--- config.mk ---
export PLATFORM = sky130hd
export DESIGN_NAME = wb_stage_p
export DESIGN_NICKNAME = d
export VERILOG_FILES = /design/src/rtl/wb_stage_p.sv
export SDC_FILE = /design/constraint.sdc
export NUM_CORES = 1
export LEC_CHECK = 0
export ABC_AREA = 1
export ABC_CLOCK_PERIOD_IN_PS = 13470
export CAP_MARGIN = 20
export CELL_PAD_IN_SITES_DETAIL_PLACEMENT = 1
export CELL_PAD_IN_SITES_GLOBAL_PLACEMENT = 2
export CORE_ASPECT_RATIO = 0.6
export CORE_MARGIN = 4
export CORE_UTILIZATION = 31
export CTS_CLUSTER_DIAMETER = 40
export CTS_CLUSTER_SIZE = 8
export DETAILED_ROUTE_END_ITERATION = 7
export GPL_TIMING_DRIVEN = 0
export PLACE_DENSITY = 0.92
export SETUP_SLACK_MARGIN = 0.5
export SYNTH_ARGS = -nofsm -noshare
export SYNTH_HDL_FRONTEND = slang
export SYNTH_SLANG_ARGS = --single-unit
--- constraint.sdc ---
create_clock -name clk -period 13.47 [get_ports clk]
set_input_delay 3.3675 -clock clk [delete_from_list [all_inputs] [get_ports clk]]
set_output_delay 3.3675 -clock clk [all_outputs]
set_load 0.05 [all_outputs]
--- src/rtl/wb_stage_p.sv ---
// MIPS R2000 write-back stage: MEM/WB register, sub-word load formatting,
// result select, last-write history for ID bypass and a retired-instruction counter.
module wb_stage_p #(
    parameter int REG_ADDR_W = 5,
    parameter int CNT_W      = 32,
    parameter int BIG_ENDIAN = 0
) (
    input  logic                  clk,
    input  logic                  rst,
    input  logic                  stall,
    input  logic                  flush,
    input  logic                  valid_mem,
    input  logic                  reg_write_mem,
    input  logic [1:0]            res_sel_mem,
    input  logic [2:0]            load_type_mem,
    input  logic [31:0]           read_data,
    input  logic [31:0]           address_mem,
    input  logic [31:0]           link_mem,
    input  logic [REG_ADDR_W-1:0] write_register_mem,
    output logic [31:0]           write_data_reg,
    output logic [REG_ADDR_W-1:0] write_register,
    output logic                  reg_write,
    output logic                  valid_wb,
    output logic                  prev_valid,
    output logic [REG_ADDR_W-1:0] prev_write_register,
    output logic [31:0]           prev_write_data,
    output logic [CNT_W-1:0]      retired_count
);

    localparam logic BE_L = (BIG_ENDIAN != 0);

    logic                  valid_q, valid_d;
    logic                  reg_write_q, reg_write_d;
    logic [1:0]            sel_q, sel_d;
    logic [2:0]            load_type_q, load_type_d;
    logic [31:0]           rdata_q, rdata_d;
    logic [1:0]            off_q, off_d;
    logic [31:0]           addr_q, addr_d;
    logic [31:0]           link_q, link_d;
    logic [REG_ADDR_W-1:0] wreg_q, wreg_d;
    logic                  prev_valid_q, prev_valid_d;
    logic [REG_ADDR_W-1:0] prev_reg_q, prev_reg_d;
    logic [31:0]           prev_data_q, prev_data_d;
    logic [CNT_W-1:0]      count_q, count_d;

    logic [1:0]            lane_s;
    logic [7:0]            byte_s;
    logic                  half_hi_s;
    logic [15:0]           half_s;
    logic [31:0]           load_s;
    logic [31:0]           wdata_s;
    logic                  reg_write_s;

    // MEM/WB register next state: flush beats stall beats capture
    always_comb begin
        valid_d     = valid_q;
        reg_write_d = reg_write_q;
        sel_d       = sel_q;
        load_type_d = load_type_q;
        rdata_d     = rdata_q;
        off_d       = off_q;
        addr_d      = addr_q;
        link_d      = link_q;
        wreg_d      = wreg_q;
        if (flush) begin
            valid_d     = 1'b0;
            reg_write_d = 1'b0;
            sel_d       = 2'b00;
            load_type_d = 3'b000;
            rdata_d     = 32'h0000_0000;
            off_d       = 2'b00;
            addr_d      = 32'h0000_0000;
            link_d      = 32'h0000_0000;
            wreg_d      = {REG_ADDR_W{1'b0}};
        end else if (!stall) begin
            valid_d     = valid_mem;
            reg_write_d = reg_write_mem;
            sel_d       = res_sel_mem;
            load_type_d = load_type_mem;
            rdata_d     = read_data;
            off_d       = address_mem[1:0];
            addr_d      = address_mem;
            link_d      = link_mem;
            wreg_d      = write_register_mem;
        end else begin
            valid_d = valid_q;
        end
    end

    // Sub-word load extraction from the registered word
    always_comb begin
        lane_s    = BE_L ? (2'd3 - off_q) : off_q;
        half_hi_s = off_q[1] ^ BE_L;
        half_s    = half_hi_s ? rdata_q[31:16] : rdata_q[15:0];
        case (lane_s)
            2'd0:    byte_s = rdata_q[7:0];
            2'd1:    byte_s = rdata_q[15:8];
            2'd2:    byte_s = rdata_q[23:16];
            2'd3:    byte_s = rdata_q[31:24];
            default: byte_s = rdata_q[7:0];
        endcase
        case (load_type_q)
            3'b001:  load_s = {{16{half_s[15]}}, half_s};
            3'b010:  load_s = {16'h0000, half_s};
            3'b011:  load_s = {{24{byte_s[7]}}, byte_s};
            3'b100:  load_s = {24'h00_0000, byte_s};
            default: load_s = rdata_q;
        endcase
    end

    // Result source select and $0 write suppression
    always_comb begin
        case (sel_q)
            2'b01:   wdata_s = load_s;
            2'b10:   wdata_s = link_q;
            default: wdata_s = addr_q;
        endcase
        reg_write_s = valid_q & reg_write_q & (wreg_q != {REG_ADDR_W{1'b0}});
    end

    // History tracks the register-file commit; the counter retires on leaving WB
    always_comb begin
        prev_valid_d = prev_valid_q;
        prev_reg_d   = prev_reg_q;
        prev_data_d  = prev_data_q;
        count_d      = count_q;
        if (reg_write_s && !stall) begin
            prev_valid_d = 1'b1;
            prev_reg_d   = wreg_q;
            prev_data_d  = wdata_s;
        end else begin
            prev_valid_d = prev_valid_q;
        end
        if (valid_q && !stall) begin
            count_d = count_q + {{(CNT_W-1){1'b0}}, 1'b1};
        end else begin
            count_d = count_q;
        end
    end

    // State registers with asynchronous reset
    always_ff @(posedge clk or posedge rst) begin
        if (rst) begin
            valid_q      <= 1'b0;
            reg_write_q  <= 1'b0;
            sel_q        <= 2'b00;
            load_type_q  <= 3'b000;
            rdata_q      <= 32'h0000_0000;
            off_q        <= 2'b00;
            addr_q       <= 32'h0000_0000;
            link_q       <= 32'h0000_0000;
            wreg_q       <= {REG_ADDR_W{1'b0}};
            prev_valid_q <= 1'b0;
            prev_reg_q   <= {REG_ADDR_W{1'b0}};
            prev_data_q  <= 32'h0000_0000;
            count_q      <= {CNT_W{1'b0}};
        end else begin
            valid_q      <= valid_d;
            reg_write_q  <= reg_write_d;
            sel_q        <= sel_d;
            load_type_q  <= load_type_d;
            rdata_q      <= rdata_d;
            off_q        <= off_d;
            addr_q       <= addr_d;
            link_q       <= link_d;
            wreg_q       <= wreg_d;
            prev_valid_q <= prev_valid_d;
            prev_reg_q   <= prev_reg_d;
            prev_data_q  <= prev_data_d;
            count_q      <= count_d;
        end
    end

    assign write_data_reg      = wdata_s;
    assign write_register      = wreg_q;
    assign reg_write           = reg_write_s;
    assign valid_wb            = valid_q;
    assign prev_valid          = prev_valid_q;
    assign prev_write_register = prev_reg_q;
    assign prev_write_data     = prev_data_q;
    assign retired_count       = count_q;

endmodule

==> run metrics <==
xor/xnor cell area share of the yosys netlist=around 2.7%; Inst Count DP=between 1,500 and 2,000; antenna violations before repair=7; post-synthesis sequential area ratio=roughly half; simple-gate share of the synthesized area=27.4%; Unique masters post-synth=37; Reg2Reg Launch Point=sel_q[0]$_DFFE_PP0P_; RePlAce Congestion=between 0.9 and 1; # H-tree levels=4; multiplexer area fraction after synthesis=0%; min Tclk post-route=approximately 7 ns; DR vias=roughly 9,300; die height=between 100 and 150 microns; Setup violations, final=0; clock network fraction of total power=around a third; Die Width=roughly 230 microns; first-pass GRT wire length=around 60,000 microns; Placement Setup Slack=just under 7 ns; main combinational cell family by area after synthesis=simple AND/OR/NAND/NOR gates; WL/cell=21.2 microns; Min Hold Slack=0.481 ns; Most used DFF post-synth=dfrtp_1; Max Cap Viol=0; setup TNS=0 ns; I/O Buffers=~220; worst setup margin=about 6.5 ns; fraction of the mapped netlist area in adder cells=0.408%; final instance area=between 10,000 and 15,000 sq um; largest net degree at the start of global routing=just under 100; min-delay src=prev_write_data[13]$_DFFE_PP0P_; CP startpoint=sel_q[0]$_DFFE_PP0P_; Comb pwr share=approximately 28%; Core Rows=48; area of placed instances=11,900 sq um; root buffer cell=clkbuf_16; Synthesis Warnings=0; layout cell share with drive strength beyond 1=5.94%; CTS tree=built; post-synthesis compound-gate area fraction=a little over an eighth; R2R setup slack=11.09 ns; Final period util=approximately 52%; vias in the first global route=9,625; Die ar.=between 30,000 and 40,000 sq um; CP Max Fanout=10; CTS Hold Bufs=0; Clk Latency, worst-skew pair=about 0.45 ns; Layout Cells excl Fill=1,832; Layout area overhead=36.7%; DRC viols=0; final hold vios=0; Slew Limit Fails=0; worst min-delay path class=flip-flop to flip-flop; DR pass1 iterations=5; clock tree buffer depth=2; Synthesized Nets=approximately 1,300; IO Count=roughly 220; Final #Nets=1,532; Sink Count=approximately 180; Final Skew=approximately 0.011 ns; measured slew at the worst slew-check pin=about 0.76 ns; Core Region=between 20,000 and 30,000 sq um; post-synthesis cell count=between 1,000 and 1,500; Synth Register Bits=between 150 and 200; Max IR drop VDD=~77 uV; cts repair resizes=0; Synth async-reset ratio=100%; R2R Path End=prev_write_data[1]$_DFFE_PP0P_; Max Freq=~140 MHz; Initial Util=a little under a third; Relative slew margins=between 40% and 50%; power per cell area=132 nW/um^2; Setup crit end=write_data_reg[14]; crit path launch type=flip-flop; vias per cell=5.06; Pint=between 1 and 1.5 mW; wirelength, routed=38,900 microns; Mapped Area=9200 sq um; CP Class=flip-flop to output port; setup bufs post-CTS=0; switching share of power=between 30% and 40%; Final Util=a little over two fifths; R2R depth=7; total grt overflow=0; DR iter-0 viols=~760; Syn Area/Cell=~8 sq um; RSZ-0062 raised after global routing=false; Sw Pwr=roughly 0.59 mW; register share of total power=37.1%; leakage=around 5.7 nW; CP Capture Type=output port; hpwl dp=between 30,000 and 40,000 microns; Clock transition at path regs=around 0.070 ns; post-route ant nets=0; Post-synth EDFFs=0; WP data required=10.10 ns; CTS Buf Count=17; status=finished clean; overall routing resource usage=around a quarter; FILL cells=between 3,000 and 4,000; overall power=between 1.5 and 2 mW; Worst EP arrival=3.64 ns
how the worst min path moves through the flow:
stage | to | depth (start not counted)
2_1_floorplan | link_q[31]$_DFFE_PP0P_ | 2
3_3_place_gp | prev_write_data[30]$_DFFE_PP0P_ | 2
3_5_place_dp | prev_write_data[29]$_DFFE_PP0P_ | 2
4_1_cts | prev_write_data[29]$_DFFE_PP0P_ | 2
5_1_grt | prev_write_data[1]$_DFFE_PP0P_ | 2
6_report | prev_write_data[13]$_DFFE_PP0P_ | 2
power groups by stage:
stage / logic, mW / clock network (mW) / registers [mW]
6_report: 0.469 / 0.572 / 0.615
5_1_grt: 0.501 / 0.600 / 0.621
4_1_cts: 0.471 / 0.579 / 0.615
3_5_place_dp: 0.468 / 0 / 0.624
3_3_place_gp: 0.459 / 0 / 0.624
2_1_floorplan: 0.187 / 0 / 0.709
critical path, cell delays in order, from the launching register on:
cell	delay (ns)
dfrtp_1	0.35
inv_1	0.06
ha_1	0.27
clkbuf_1	0.53
clkbuf_1	0.61
a21oi_1	0.13
a21boi_0	0.36
clkdlybuf4s50_1	0.88
layout by cell type (no fill, tap or decap), drive strengths merged:
cell / instances
nand2: 345
clkdlybuf4s50: 218
dfrtp: 178
nand3: 163
inv: 114
o21ai: 95
a21oi: 91
clkbuf: 73
nor2: 32
a21boi: 32
xor2: 20
buf: 16
nor3: 11
xnor2: 8
nand4: 7
o211ai: 6
bufinv: 5
clkinv: 5
ha: 3
clkinvlp: 3
nand3b: 3
diode: 2
or2: 1
nor3b: 1
cell usage after synthesis, types with 2 or more instances:
cell	count	area share, %
nand2_1	331	13
dfrtp_1	178	48
nand3_1	161	8.8
inv_1	107	4.4
o21ai_0	94	5.1
a21oi_1	91	4.9
clkbuf_1	54	2.2
nor2_1	26	1.1
a21boi_0	21	1.7
xor2_1	20	1.9
nand2_2	12	0.82
a21boi_1	11	0.90
buf_2	10	0.54
nor3_1	8	0.44
xnor2_1	8	0.76
o211ai_1	6	0.49
inv_2	5	0.20
nand4_1	5	0.34
ha_1	3	0.41
nor2_2	3	0.20
nor3_2	3	0.33
buf_1	2	0.082
buf_4	2	0.16
nand2_4	2	0.24
nand3_2	2	0.22
nand3b_4	2	0.44
nor2_4	2	0.24
logic make-up after synthesis:
logic type                 count (synthesis)
AOI/OAI and AO/OA                        224
and+or+nand+nor                          563
DFF                                      178
adders and majority gates                  3
buffers and inverters                    183
xor gates and xnor gates                  28
layer usage:
layer | up-vias | global-route usage [%] | part of all wire [%]
met5 | - | 0 | 0.14
met2 | 290 | 33.4 | 41
met4 | 10 | 6.68 | 2.2
met1 | 4592 | 36.6 | 49
met3 | 65 | 6.50 | 7.6
li1 | 4310 | - | -
layout make-up:
cell class	count	area [sq um]	share of cell area [%]
diodes	2	5.00	0.0398
plain buffers	69	287	2.28
clock buffers	19	453	3.60
clock inverters	13	205	1.63
inverters	114	439	3.49
multi-input cells	818	4030	32.0
flip-flops and latches	178	4450	35.4
well taps	400	500	3.98
repair buffers	219	2210	17.6
state kept, by name, summed over array words and instances (netlist names):
signal / flops
prev_write_register: 5
reg_write_q: 1
sel_q: 2
rdata_q: 32
valid_wb: 1
retired_count: 32
addr_q: 31
load_type_q: 3
prev_valid: 1
lane_s: 1
write_register: 5
prev_write_data: 32
link_q: 32
Note: power is estimated with default switching activity, not from simulation.
